File: src/rtl/piso_tx_if.sv
// Strobed serial link bundle between a frame requester (master) and piso_tx (slave).
interface piso_tx_if #(
  parameter int unsigned WIDTH = 10
);
  logic             load;
  logic [WIDTH-1:0] din;
  logic             tick;
  logic             sout;
  logic             bit_strobe;
  logic             busy;
  logic             done;

  modport master (
    output load, din, tick,
    input  sout, bit_strobe, busy, done
  );

  modport slave (
    input  load, din, tick,
    output sout, bit_strobe, busy, done
  );
endinterface

File: src/rtl/piso_tx.sv
// Parallel-in, serial-out frame transmitter: loads a WIDTH-bit word and shifts it out
// LSB-first, one bit per tick, on a strobed serial line.
// Optional feature macro: PISO_TX_PARITY_EN appends an odd-parity bit after the MSB.
module piso_tx #(
  parameter int unsigned WIDTH = 10
) (
  input logic       clk,
  input logic       rst,
  piso_tx_if.slave  tx_if
);

`ifdef PISO_TX_PARITY_EN
  localparam int unsigned Frame = WIDTH + 1;
`else
  localparam int unsigned Frame = WIDTH;
`endif
  localparam int unsigned     CntW    = $clog2(Frame + 1);
  localparam logic [CntW-1:0] LastCnt = CntW'(Frame - 1);

  typedef enum logic [1:0] {
    StIdle,
    StShift,
    StDone
  } state_e;

  state_e            state_q, state_d;
  logic [Frame-1:0]  sreg_q, sreg_d;
  logic [CntW-1:0]   cnt_q, cnt_d;
  logic [Frame-1:0]  load_word;

  // Word captured on an accepted load, parity bit sitting above the MSB when enabled.
`ifdef PISO_TX_PARITY_EN
  assign load_word = {~^tx_if.din, tx_if.din};
`else
  assign load_word = tx_if.din;
`endif

  // State, shift register and bit counter; reset aborts any frame in flight.
  always_ff @(posedge clk or posedge rst) begin
    if (rst) begin
      state_q <= StIdle;
      sreg_q  <= '0;
      cnt_q   <= '0;
    end else begin
      state_q <= state_d;
      sreg_q  <= sreg_d;
      cnt_q   <= cnt_d;
    end
  end

  // Next-state: load only accepted in idle (a coincident tick is discarded), shift on tick.
  always_comb begin
    state_d = state_q;
    sreg_d  = sreg_q;
    cnt_d   = cnt_q;
    unique case (state_q)
      StIdle: begin
        if (tx_if.load) begin
          sreg_d  = load_word;
          cnt_d   = '0;
          state_d = StShift;
        end
      end
      StShift: begin
        if (tx_if.tick) begin
          sreg_d = {1'b0, sreg_q[Frame-1:1]};
          cnt_d  = cnt_q + 1'b1;
          if (cnt_q == LastCnt) begin
            state_d = StDone;
          end
        end
      end
      StDone: begin
        state_d = StIdle;
      end
      default: begin
        state_d = StIdle;
      end
    endcase
  end

  // Outputs decoded from registered state; only bit_strobe passes tick through combinationally.
  always_comb begin
    tx_if.sout       = 1'b0;
    tx_if.busy       = 1'b0;
    tx_if.done       = 1'b0;
    tx_if.bit_strobe = 1'b0;
    unique case (state_q)
      StIdle: begin
      end
      StShift: begin
        tx_if.sout       = sreg_q[0];
        tx_if.busy       = 1'b1;
        tx_if.bit_strobe = tx_if.tick;
      end
      StDone: begin
        tx_if.busy = 1'b1;
        tx_if.done = 1'b1;
      end
      default: begin
      end
    endcase
  end

endmodule

File: src/flat_wrapper.sv
// flat-port wrapper written by rule: the top's interface ports become plain ports
module piso_tx_flat 
#(
  parameter int unsigned WIDTH = 10
)
  (clk, rst, tx_if_load, tx_if_din, tx_if_tick, tx_if_sout, tx_if_bit_strobe, tx_if_busy, tx_if_done);
  piso_tx_if #(.WIDTH(WIDTH)) tx_if_i ();
  input logic clk;
  input logic rst;
  input wire logic [$bits(tx_if_i.load)-1:0] tx_if_load;
  input wire logic [$bits(tx_if_i.din)-1:0] tx_if_din;
  input wire logic [$bits(tx_if_i.tick)-1:0] tx_if_tick;
  output wire logic [$bits(tx_if_i.sout)-1:0] tx_if_sout;
  output wire logic [$bits(tx_if_i.bit_strobe)-1:0] tx_if_bit_strobe;
  output wire logic [$bits(tx_if_i.busy)-1:0] tx_if_busy;
  output wire logic [$bits(tx_if_i.done)-1:0] tx_if_done;
  assign tx_if_i.load = tx_if_load;
  assign tx_if_i.din = tx_if_din;
  assign tx_if_i.tick = tx_if_tick;
  assign tx_if_sout = tx_if_i.sout;
  assign tx_if_bit_strobe = tx_if_i.bit_strobe;
  assign tx_if_busy = tx_if_i.busy;
  assign tx_if_done = tx_if_i.done;
  piso_tx #(.WIDTH(WIDTH)) u_core (.clk(clk), .rst(rst), .tx_if(tx_if_i));
endmodule
File: config.mk
export PLATFORM = sky130hd
export DESIGN_NAME = piso_tx_flat
export DESIGN_NICKNAME = d
export VERILOG_FILES = /design/src/rtl/piso_tx_if.sv /design/src/rtl/piso_tx.sv /design/src/flat_wrapper.sv
export SDC_FILE = /design/constraint.sdc
export NUM_CORES = 1
export LEC_CHECK = 0
export ABC_CLOCK_PERIOD_IN_PS = 1680
export BUFFER_PORTS_ARGS = -buffer_cell sky130_fd_sc_hd__buf_4
export CORE_MARGIN = 1.5
export CORE_UTILIZATION = 48
export CTS_CLUSTER_SIZE = 10
export DETAILED_ROUTE_END_ITERATION = 12
export PLACE_DENSITY = 0.74
export SYNTH_ARGS = -nofsm -noshare
export SYNTH_HDL_FRONTEND = slang
export SYNTH_SLANG_ARGS = --single-unit
export TNS_END_PERCENT = 10
File: constraint.sdc
create_clock -name clk -period 1.68 [get_ports clk]
set_input_delay 0.336 -clock clk [delete_from_list [all_inputs] [get_ports clk]]
set_output_delay 0.336 -clock clk [all_outputs]
set_load 0.005 [all_outputs]
==> flow_results.org, run 1 <==
** Outcome
- Run status :: finished clean

** Logic synthesis
- Post-synthesis instance area :: 937 sq um
- Number of synthesized register bits :: 16
- Syn Inst Count :: 82
- Counting every net in the synthesized netlist gives 101.
- Number of warnings printed during yosys synthesis :: 0
- The average instance in the mapped netlist occupies around 11 sq um.
- Most area-consuming cells after synthesis :: sky130_fd_sc_hd__dfrtp_1 (43%), sky130_fd_sc_hd__mux2_2 (22%), sky130_fd_sc_hd__ha_1 (6.7%), sky130_fd_sc_hd__inv_1 (2.4%), sky130_fd_sc_hd__a22o_2 (2.1%)
- Largest area contributor in the synthesized netlist :: sky130_fd_sc_hd__dfrtp_1
- Number of enable flip-flop cells after synthesis :: 0
- Primary FF master, synth :: sky130_fd_sc_hd__dfrtp_1
- The share of the Yosys chip area taken by registers is between 40% and 50%.
- Post-synthesis cell type count :: 26
- Share of synthesized flip-flops with an asynchronous set or reset :: 100%
- Of the post-synthesis cell area, the dominant cell type holds 42.7%.

** Worst setup path
- Cell class contributing the biggest share of worst-path delay :: flip-flops
- Type of the worst setup path :: register to output pin
- Together, buffers and inverters on the worst path number 2.
- The critical path goes through ha_4 -> buf_12 -> and2_4 -> buf_6.
- The worst register-to-register path has a setup slack of ~0.06 ns.
- The worst setup path is launched from a register.
- Stage delay of the slowest cell on the critical path :: between 0.4 and 0.5 ns
- In this run the worst path has a maximum fanout of 6.
- STA classifies the critical path endpoint as an output pin.
- Data on the critical path arrives at its endpoint at around 1.3 ns.
- Among all stages on the critical path, the largest delay is contributed by sky130_fd_sc_hd__dfrtp_1.
- At the worst endpoint, the required time is about 1.3 ns.

** Power and ir drop
- Net switching is about a third of the power.
- After layout, the design draws a total of 1950 uW.
- Proportion of power drawn by the clock network :: about a tenth
- Power density over cell area :: 1570 mW/mm^2
- VDD sags by at most 1.00 mV.
- Sequential cells burn 32.7% of the power.
- Combinational cells account for 57.1% of the total power.
- Net switching power :: 629 uW
- Total leakage power :: 0.000568 uW
- The internal portion of the total power is roughly 1300 uW.

** GRT
- The via count of the first global-routing pass came to roughly 630.
- Pin count of the biggest net entering global routing :: 17
- First-pass GRT wire length :: approximately 2.7 mm
- Initial antenna violation count :: 0
- The total overflow left after global routing is 0.
- Global routing used ~18% of the available tracks across all layers.

** STA
- The number of hold-slack violations in the final timing report was 0.
- Worst hold slack across all endpoints :: approximately 0.13 ns
- Max-slew violations :: 0
- Setup repair after global routing could not meet its margin everywhere.
- Pin slew with the least headroom to its limit :: between 0.6 and 0.7 ns
- Post-Route Setup TNS :: 0 ns
- Tightest slew margin relative to the limit :: around three fifths
- Across the routed clock network, the largest skew measured is between 0.004 and 0.005 ns.
- Share of the clock period used by the worst path :: a little over nine tenths
- Static timing analysis puts the maximum clock frequency at 611 MHz.
- The worst path in the final design needs a cycle of around 1.6 ns, including I/O delays and setup.
- Setup violations remaining at the end of the flow were counted as 0.

** Clock tree
- For the worst-skew pair, the clock arrives at the later sink with an insertion delay of between 0.2 and 0.3 ns.
- CTS H-tree depth :: 1
- The clock passes through at most 2 buffers.
- TritonCTS built the clock tree.
- Clock tree synthesis found a total of 16 sinks.
- Register clock-pin slew on the reported worst setup and hold paths :: around 0.09 ns
- Clock root buffer :: sky130_fd_sc_hd__clkbuf_4
- In this run, CTS created clock tree buffers numbering 3.

** Min path
- Hold Crit Class :: primary input to async pin

** Placement
- Placed cells :: about 130
- The wire-length estimate of the detail-placed layout is 1.24 mm.
- Port buffering added 17 buffers.
- The congestion estimate from routability-driven global placement came to between 0.8 and 0.9.

** Routing
- Number of optimization iterations in the first detailed-route pass :: 4
- Drt initial violations :: 10
- Vias post-DR :: 699
- Wires add up to ~1.8 mm.
- After detailed routing, the number of remaining DRC violations is 0.
- Once detail routing completed, the nets flagged for antenna violations numbered 0.
- In the routed layout, each cell is associated on average with a via count of approximately 5.3.
- In the final routed layout, each cell accounts on average for around 14 microns.

** Layout
- Counting the fill cells in the layout gives around 150.
- Antenna Cells :: 0
- After the last flow step, the layout net total stands at 129.
- Area of the multi-input gates :: between 500 and 600 sq um
- Area taken by flip-flops and latches :: 400 sq um
- Synthesis-to-finish area growth :: 32.3%
- Of the cells placed in the final design, the portion with a size suffix greater than 1 is 54.6%.
- Layout Cells excl Fill :: between 100 and 150

** Die
- Measured along the y axis, the die boundary spans roughly 47 microns.
- In this run the count of I/O pins placed on the die edge is 18.
- The die covers about 0.0022 sq mm.
- From left edge to right edge, the die measures 47.2 microns.
- Area inside the core boundary :: ~0.0018 sq mm
- For this configuration, the core starts out at a cell density of around 53%.
- Row Count :: 15

** Run
- Number of max-capacitance violations reported :: 0
==> state kept, by name (all words and copies together), names as in the netlist <==
register / flops
u_core.sreg_q: 10
u_core.cnt_q: 4
u_core.state_q: 2
==> routing by layer <==
layer | share of wire (%) | wire length, microns | up-vias | track usage (%)
li1 | - | - | 345 | -
met1 | 48 | 859 | 337 | 22.2
met2 | 48 | 872 | 13 | 28.8
met3 | 2.4 | 44 | 4 | 3.46
met4 | 1.7 | 31 | 0 | 10.0
met5 | 0 | 0 | - | 0
==> placed cells by master (no fill, tap or decap), drive strengths merged, types with 2 or more instances in the layout <==
cell type,instances
nand2,3
clkbuf,4
mux2,18
inv,6
a22o,2
buf,25
and2,2
nand3,2
o21ai,3
a21oi,4
ha,5
nand4b,2
nor2,2
dfrtp,16
nand2b,3
==> kinds of logic after synthesis <==
logic type	after synthesis	synth area share, %
AND/OR/NAND/NOR	19	12.3
adder cells (fa/ha/maj)	5	6.68
flip-flops	16	42.7
buffers and inverters	10	4.54
multiplexers	19	23.1
AO/OA/AOI/OAI	13	10.7
==> per-stage QoR <==
stage / worst slack [ns] / util (%) / area, sq um
4_1_cts: 0.00382 / 65.4 / 1170
6_report: 0.0443 / 69.5 / 1240
2_1_floorplan: 0.0384 / - / 937
3_5_place_dp: -0.0295 / 63.2 / 1130
5_1_grt: -0.0298 / 69.5 / 1240
3_3_place_gp: 0.00510 / 63.2 / 1130
==> final cells by class <==
cell class                      count  share of cell area (%)
Multi-Input combinational cell     57                    42.8
Sequential cell                    16                    32.3
Timing Repair Buffer               26                    18.8
Tap cell                           25                    2.52
Clock buffer                        3                    1.82
Inverter                            6                    1.82
==> power by group through the flow <==
stage	logic (uW)	clock network [uW]	registers, uW
after global placement	898	0	627
after CTS	948	206	633
final	1110	200	637
after global routing	1200	221	658
after detailed placement	929	0	634
after floorplan	656	0	606
==> path summary, 6_finish.rpt <==
path	end	cells past startpoint	startpoint
setup / recovery	tx_if_bit_strobe	4	u_core.state_q[0]
hold / removal	u_core.sreg_q[4]	2	rst
setup reg to reg	u_core.sreg_q[6]	5	u_core.state_q[0]
hold reg to reg	u_core.sreg_q[6]	1	u_core.sreg_q[6]
max in group asynchronous	u_core.state_q[1]	2	rst
min in group clk	u_core.sreg_q[9]	3	tx_if_din[9]
==> cells in the mapped netlist, types with 2 or more instances <==
library cell	n
sky130_fd_sc_hd__nand2_1	3
sky130_fd_sc_hd__inv_1	6
sky130_fd_sc_hd__nand2b_1	3
sky130_fd_sc_hd__a22o_2	2
sky130_fd_sc_hd__ha_1	5
sky130_fd_sc_hd__nand4b_1	2
sky130_fd_sc_hd__nor2_1	2
sky130_fd_sc_hd__a21oi_1	2
sky130_fd_sc_hd__dfrtp_1	16
sky130_fd_sc_hd__o21ai_0	3
sky130_fd_sc_hd__buf_2	4
sky130_fd_sc_hd__mux2_2	18
sky130_fd_sc_hd__and2_1	2
sky130_fd_sc_hd__nand3_1	2
==> what timing repair did <==
item | in CTS | in global routing
endpoints found under the setup margin | 11 | 12
hold buffers | 0 | 0
gates cloned | 0 | 2
setup buffers | 0 | 3
pin swaps | 0 | 1
gates resized for setup | 5 | 6
(Power assumes the default switching activity.)
==> run 2, diff against run 1 <==
--- a/config.mk
+++ b/config.mk
@@ -11,6 +11,7 @@
 export CORE_UTILIZATION = 48
 export CTS_CLUSTER_SIZE = 10
 export DETAILED_ROUTE_END_ITERATION = 12
+export HOLD_SLACK_MARGIN = 0.15
 export PLACE_DENSITY = 0.74
 export SYNTH_ARGS = -nofsm -noshare
 export SYNTH_HDL_FRONTEND = slang
==> flow_results.org, run 2 (synthesis gave the netlist of run 1 again) <==
** STA
- Final setup skew :: between 0.004 and 0.005 ns
- The final number of max-transition violations was 0.
- Setup violations remaining at the end of the flow were counted as 0.
- Setup repair after global routing could not meet its margin everywhere.
- Maximum operating frequency :: ~600 MHz
- Worst hold slack across all endpoints :: 0.333 ns
- For the finished layout, the period the worst path requires is 1.64 ns.
- In the finished design, the share of the clock period the worst path needs comes to a little over nine tenths.
- Setup total negative slack on the finished layout was measured at 0 ns.
- The number of hold-slack violations in the final timing report was 0.
- In this run the tightest slew margin relative to its limit is a little under 60%.
- Final WS setup :: 0.0439 ns
- For the pin with the worst max-slew slack, the measured transition is roughly 0.63 ns.

** Power and ir drop
- Power spread over the standard cell area amounts to approximately 1600 mW/mm^2.
- Tot Pwr :: between 1500 and 2000 uW
- Across the VDD grid, the largest voltage drop is ~1.0 mV.
- Total leakage power :: 0.000572 uW

** GRT
- Entering global routing, the biggest net connects 17 pins.
- The via count of the first global-routing pass was roughly 640.
- The first global-routing pass estimated approximately 2.7 mm of wire.
- Global routing finished with a remaining overflow of 0.
- Global-route total usage across every layer :: between 10% and 20%
- The initial antenna violation count was 0.

** Placement
- The HPWL after detailed placement is about 1.2 mm.
- Routability-driven placement finished with a final weighted congestion of approximately 0.84.
- Placed cells :: 125
- Worst setup timing slack at the placement stage :: -0.0295 ns
- Port buffering added 17 buffers.

** Layout
- In the layout the commonest cells are sky130_fd_sc_hd__buf_4 (22), sky130_fd_sc_hd__mux2_2 (18), sky130_fd_sc_hd__dfrtp_1 (16).
- Layout Cells excl Fill :: between 100 and 150
- The final layout contains 130 nets.
- Synthesis-to-finish area growth :: 33.4%
- The register with the most flip-flops in the final layout is u_core.sreg_q.
- The register with the most flip-flops in the layout has 10 of them.
- Commonest non-fill, non-tap cell in the layout :: sky130_fd_sc_hd__buf_4
- Largest registers :: u_core.sreg_q (10), u_core.cnt_q (4), u_core.state_q (2)
- Antenna Cells :: 0
- Of the cells placed in the final design, the portion with a size suffix greater than 1 is 54.1%.

** Die
- The floorplan step defined a die boundary enclosing roughly 0.0022 sq mm.
- The initial utilization of the core area, before any placement, comes to a little over half.
- 18 I/O pins were placed.
- In this run the horizontal extent of the chip is roughly 47 microns.
- Height of the chip :: around 47 microns
- Row Count :: 15
- The core region is approximately 0.0018 sq mm.

** Worst setup path
- Slowest stage cell on the critical path :: sky130_fd_sc_hd__dfrtp_1
- Cell chain of the critical path :: ha_4 -> buf_12 -> and2_4 -> buf_6
- Across all register-to-register paths, the minimum setup slack is ~0.06 ns.
- Counting cells, the worst reg-to-reg path comes to 5.
- Cell class contributing the biggest share of worst-path delay :: flip-flops
- Stage delay of the slowest cell on the critical path :: around 0.44 ns
- STA classifies the critical path endpoint as an output pin.
- Arrival time reported for the critical path endpoint :: 1.30 ns
- Startpoint type of the worst setup path :: register
- Data required time of the critical path :: 1.34 ns
- In this run the critical register-to-register path is captured at u_core.sreg_q[6].
- CP bufs+invs :: 2
- Of all nets on the critical path, the largest fanout is 6.
- The setup path with the least slack is of type register to output pin.
- Origin of the critical flop-to-flop path :: u_core.state_q[0]

** Routing
- Number of vias per cell after detailed routing :: 5.25
- Vias post-DR :: 703
- In this run the remaining antenna-violating nets after routing total 0.
- The pre-antenna-repair detailed-routing pass consisted of 4 iterations.
- Number of remaining DRC errors :: 0
- WL final :: approximately 1.8 mm
- In the final routed layout, each cell accounts on average for 13.7 microns.
- Drt initial violations :: 10

** Clock tree
- Num Clock Sinks :: 16
- CTS H-tree depth :: 1
- Clock root buffer :: sky130_fd_sc_hd__clkbuf_4
- After clock tree synthesis, the clock-pin slew on the worst setup and hold paths is about 0.090 ns.
- Number of buffers added by the clock tree synthesis step :: 3
- Counting along the longest clock path gives a buffer depth of 2.
- Clock insertion delay at the later pin of the skew report :: ~0.28 ns
- CTS tree :: built

** Min path
- Worst hold path endpoint :: u_core.sreg_q[9]
- Hold Crit Class :: primary input to register
- Startpoint of the worst hold path :: tx_if_din[9]
- Number of cells on the worst hold path :: 3

** Run
- Max-cap violations in this run came to 0.

** Outcome
- The run finished with clean final reports.
[run 2: worst max-delay path by stage]
| stage | end | cells past startpoint | from | slack [ns] |
|---|---|---|---|---|
| after floorplan | u_core.sreg_q[0] | 6 | u_core.state_q[1] | 0.04 |
| after global placement | u_core.sreg_q[4] | 5 | u_core.state_q[1] | 0.005 |
| after detailed placement | u_core.sreg_q[4] | 5 | u_core.state_q[1] | -0.03 |
| after CTS | u_core.cnt_q[3] | 6 | u_core.state_q[0] | 0.004 |
| after global routing | tx_if_bit_strobe | 5 | u_core.state_q[1] | -0.03 |
| final | tx_if_bit_strobe | 4 | u_core.state_q[0] | 0.04 |
[run 2: routing by layer]
layer / track usage, % / vias up / wire [microns]
li1: - / 347 / -
met1: 22.2 / 339 / 867
met2: 29.3 / 13 / 893
met3: 3.46 / 4 / 42
met4: 10.0 / 0 / 31
met5: 0 / - / 0
[run 2: stage by stage]
| stage | util (%) | cell area (sq um) |
|---|---|---|
| final | 70.1 | 1250 |
| after global routing | 70.1 | 1250 |
| after CTS | 66.0 | 1180 |
| after detailed placement | 63.2 | 1130 |
| after global placement | 63.2 | 1130 |
| after floorplan | - | 937 |
[run 2: power breakdown]
group	switching, uW	total (uW)	internal [uW]	leakage [uW]
Sequential	98.5	637	539	0.000200
Combinational	414	1120	703	0.000358
Clock	117	200	83.2	0.0000138
[run 2: cell type report]
type                       count  area (sq um)
clock buffer                   3          22.5
fill                         149           533
inverter                       6          22.5
tap                           25          31.3
sequential                    16           400
timing repair buffer          27           243
multi-input combinational     57           531
[run 2: what timing repair did]
action                                  4_1_cts  5_1_grt
gates cloned                                  0        2
hold buffers                                  1        0
buffers inserted                              0        3
hold endpoints to repair                     16        0
pin swaps                                     0        1
gates resized for setup                       5        6
endpoints found under the setup margin       11       12
[run 2: tightest hold or removal path: stages]
cell and delay, ns:
sky130_fd_sc_hd__buf_4 0.08, sky130_fd_sc_hd__nand4b_1 0.08, sky130_fd_sc_hd__o21ai_0 0.08
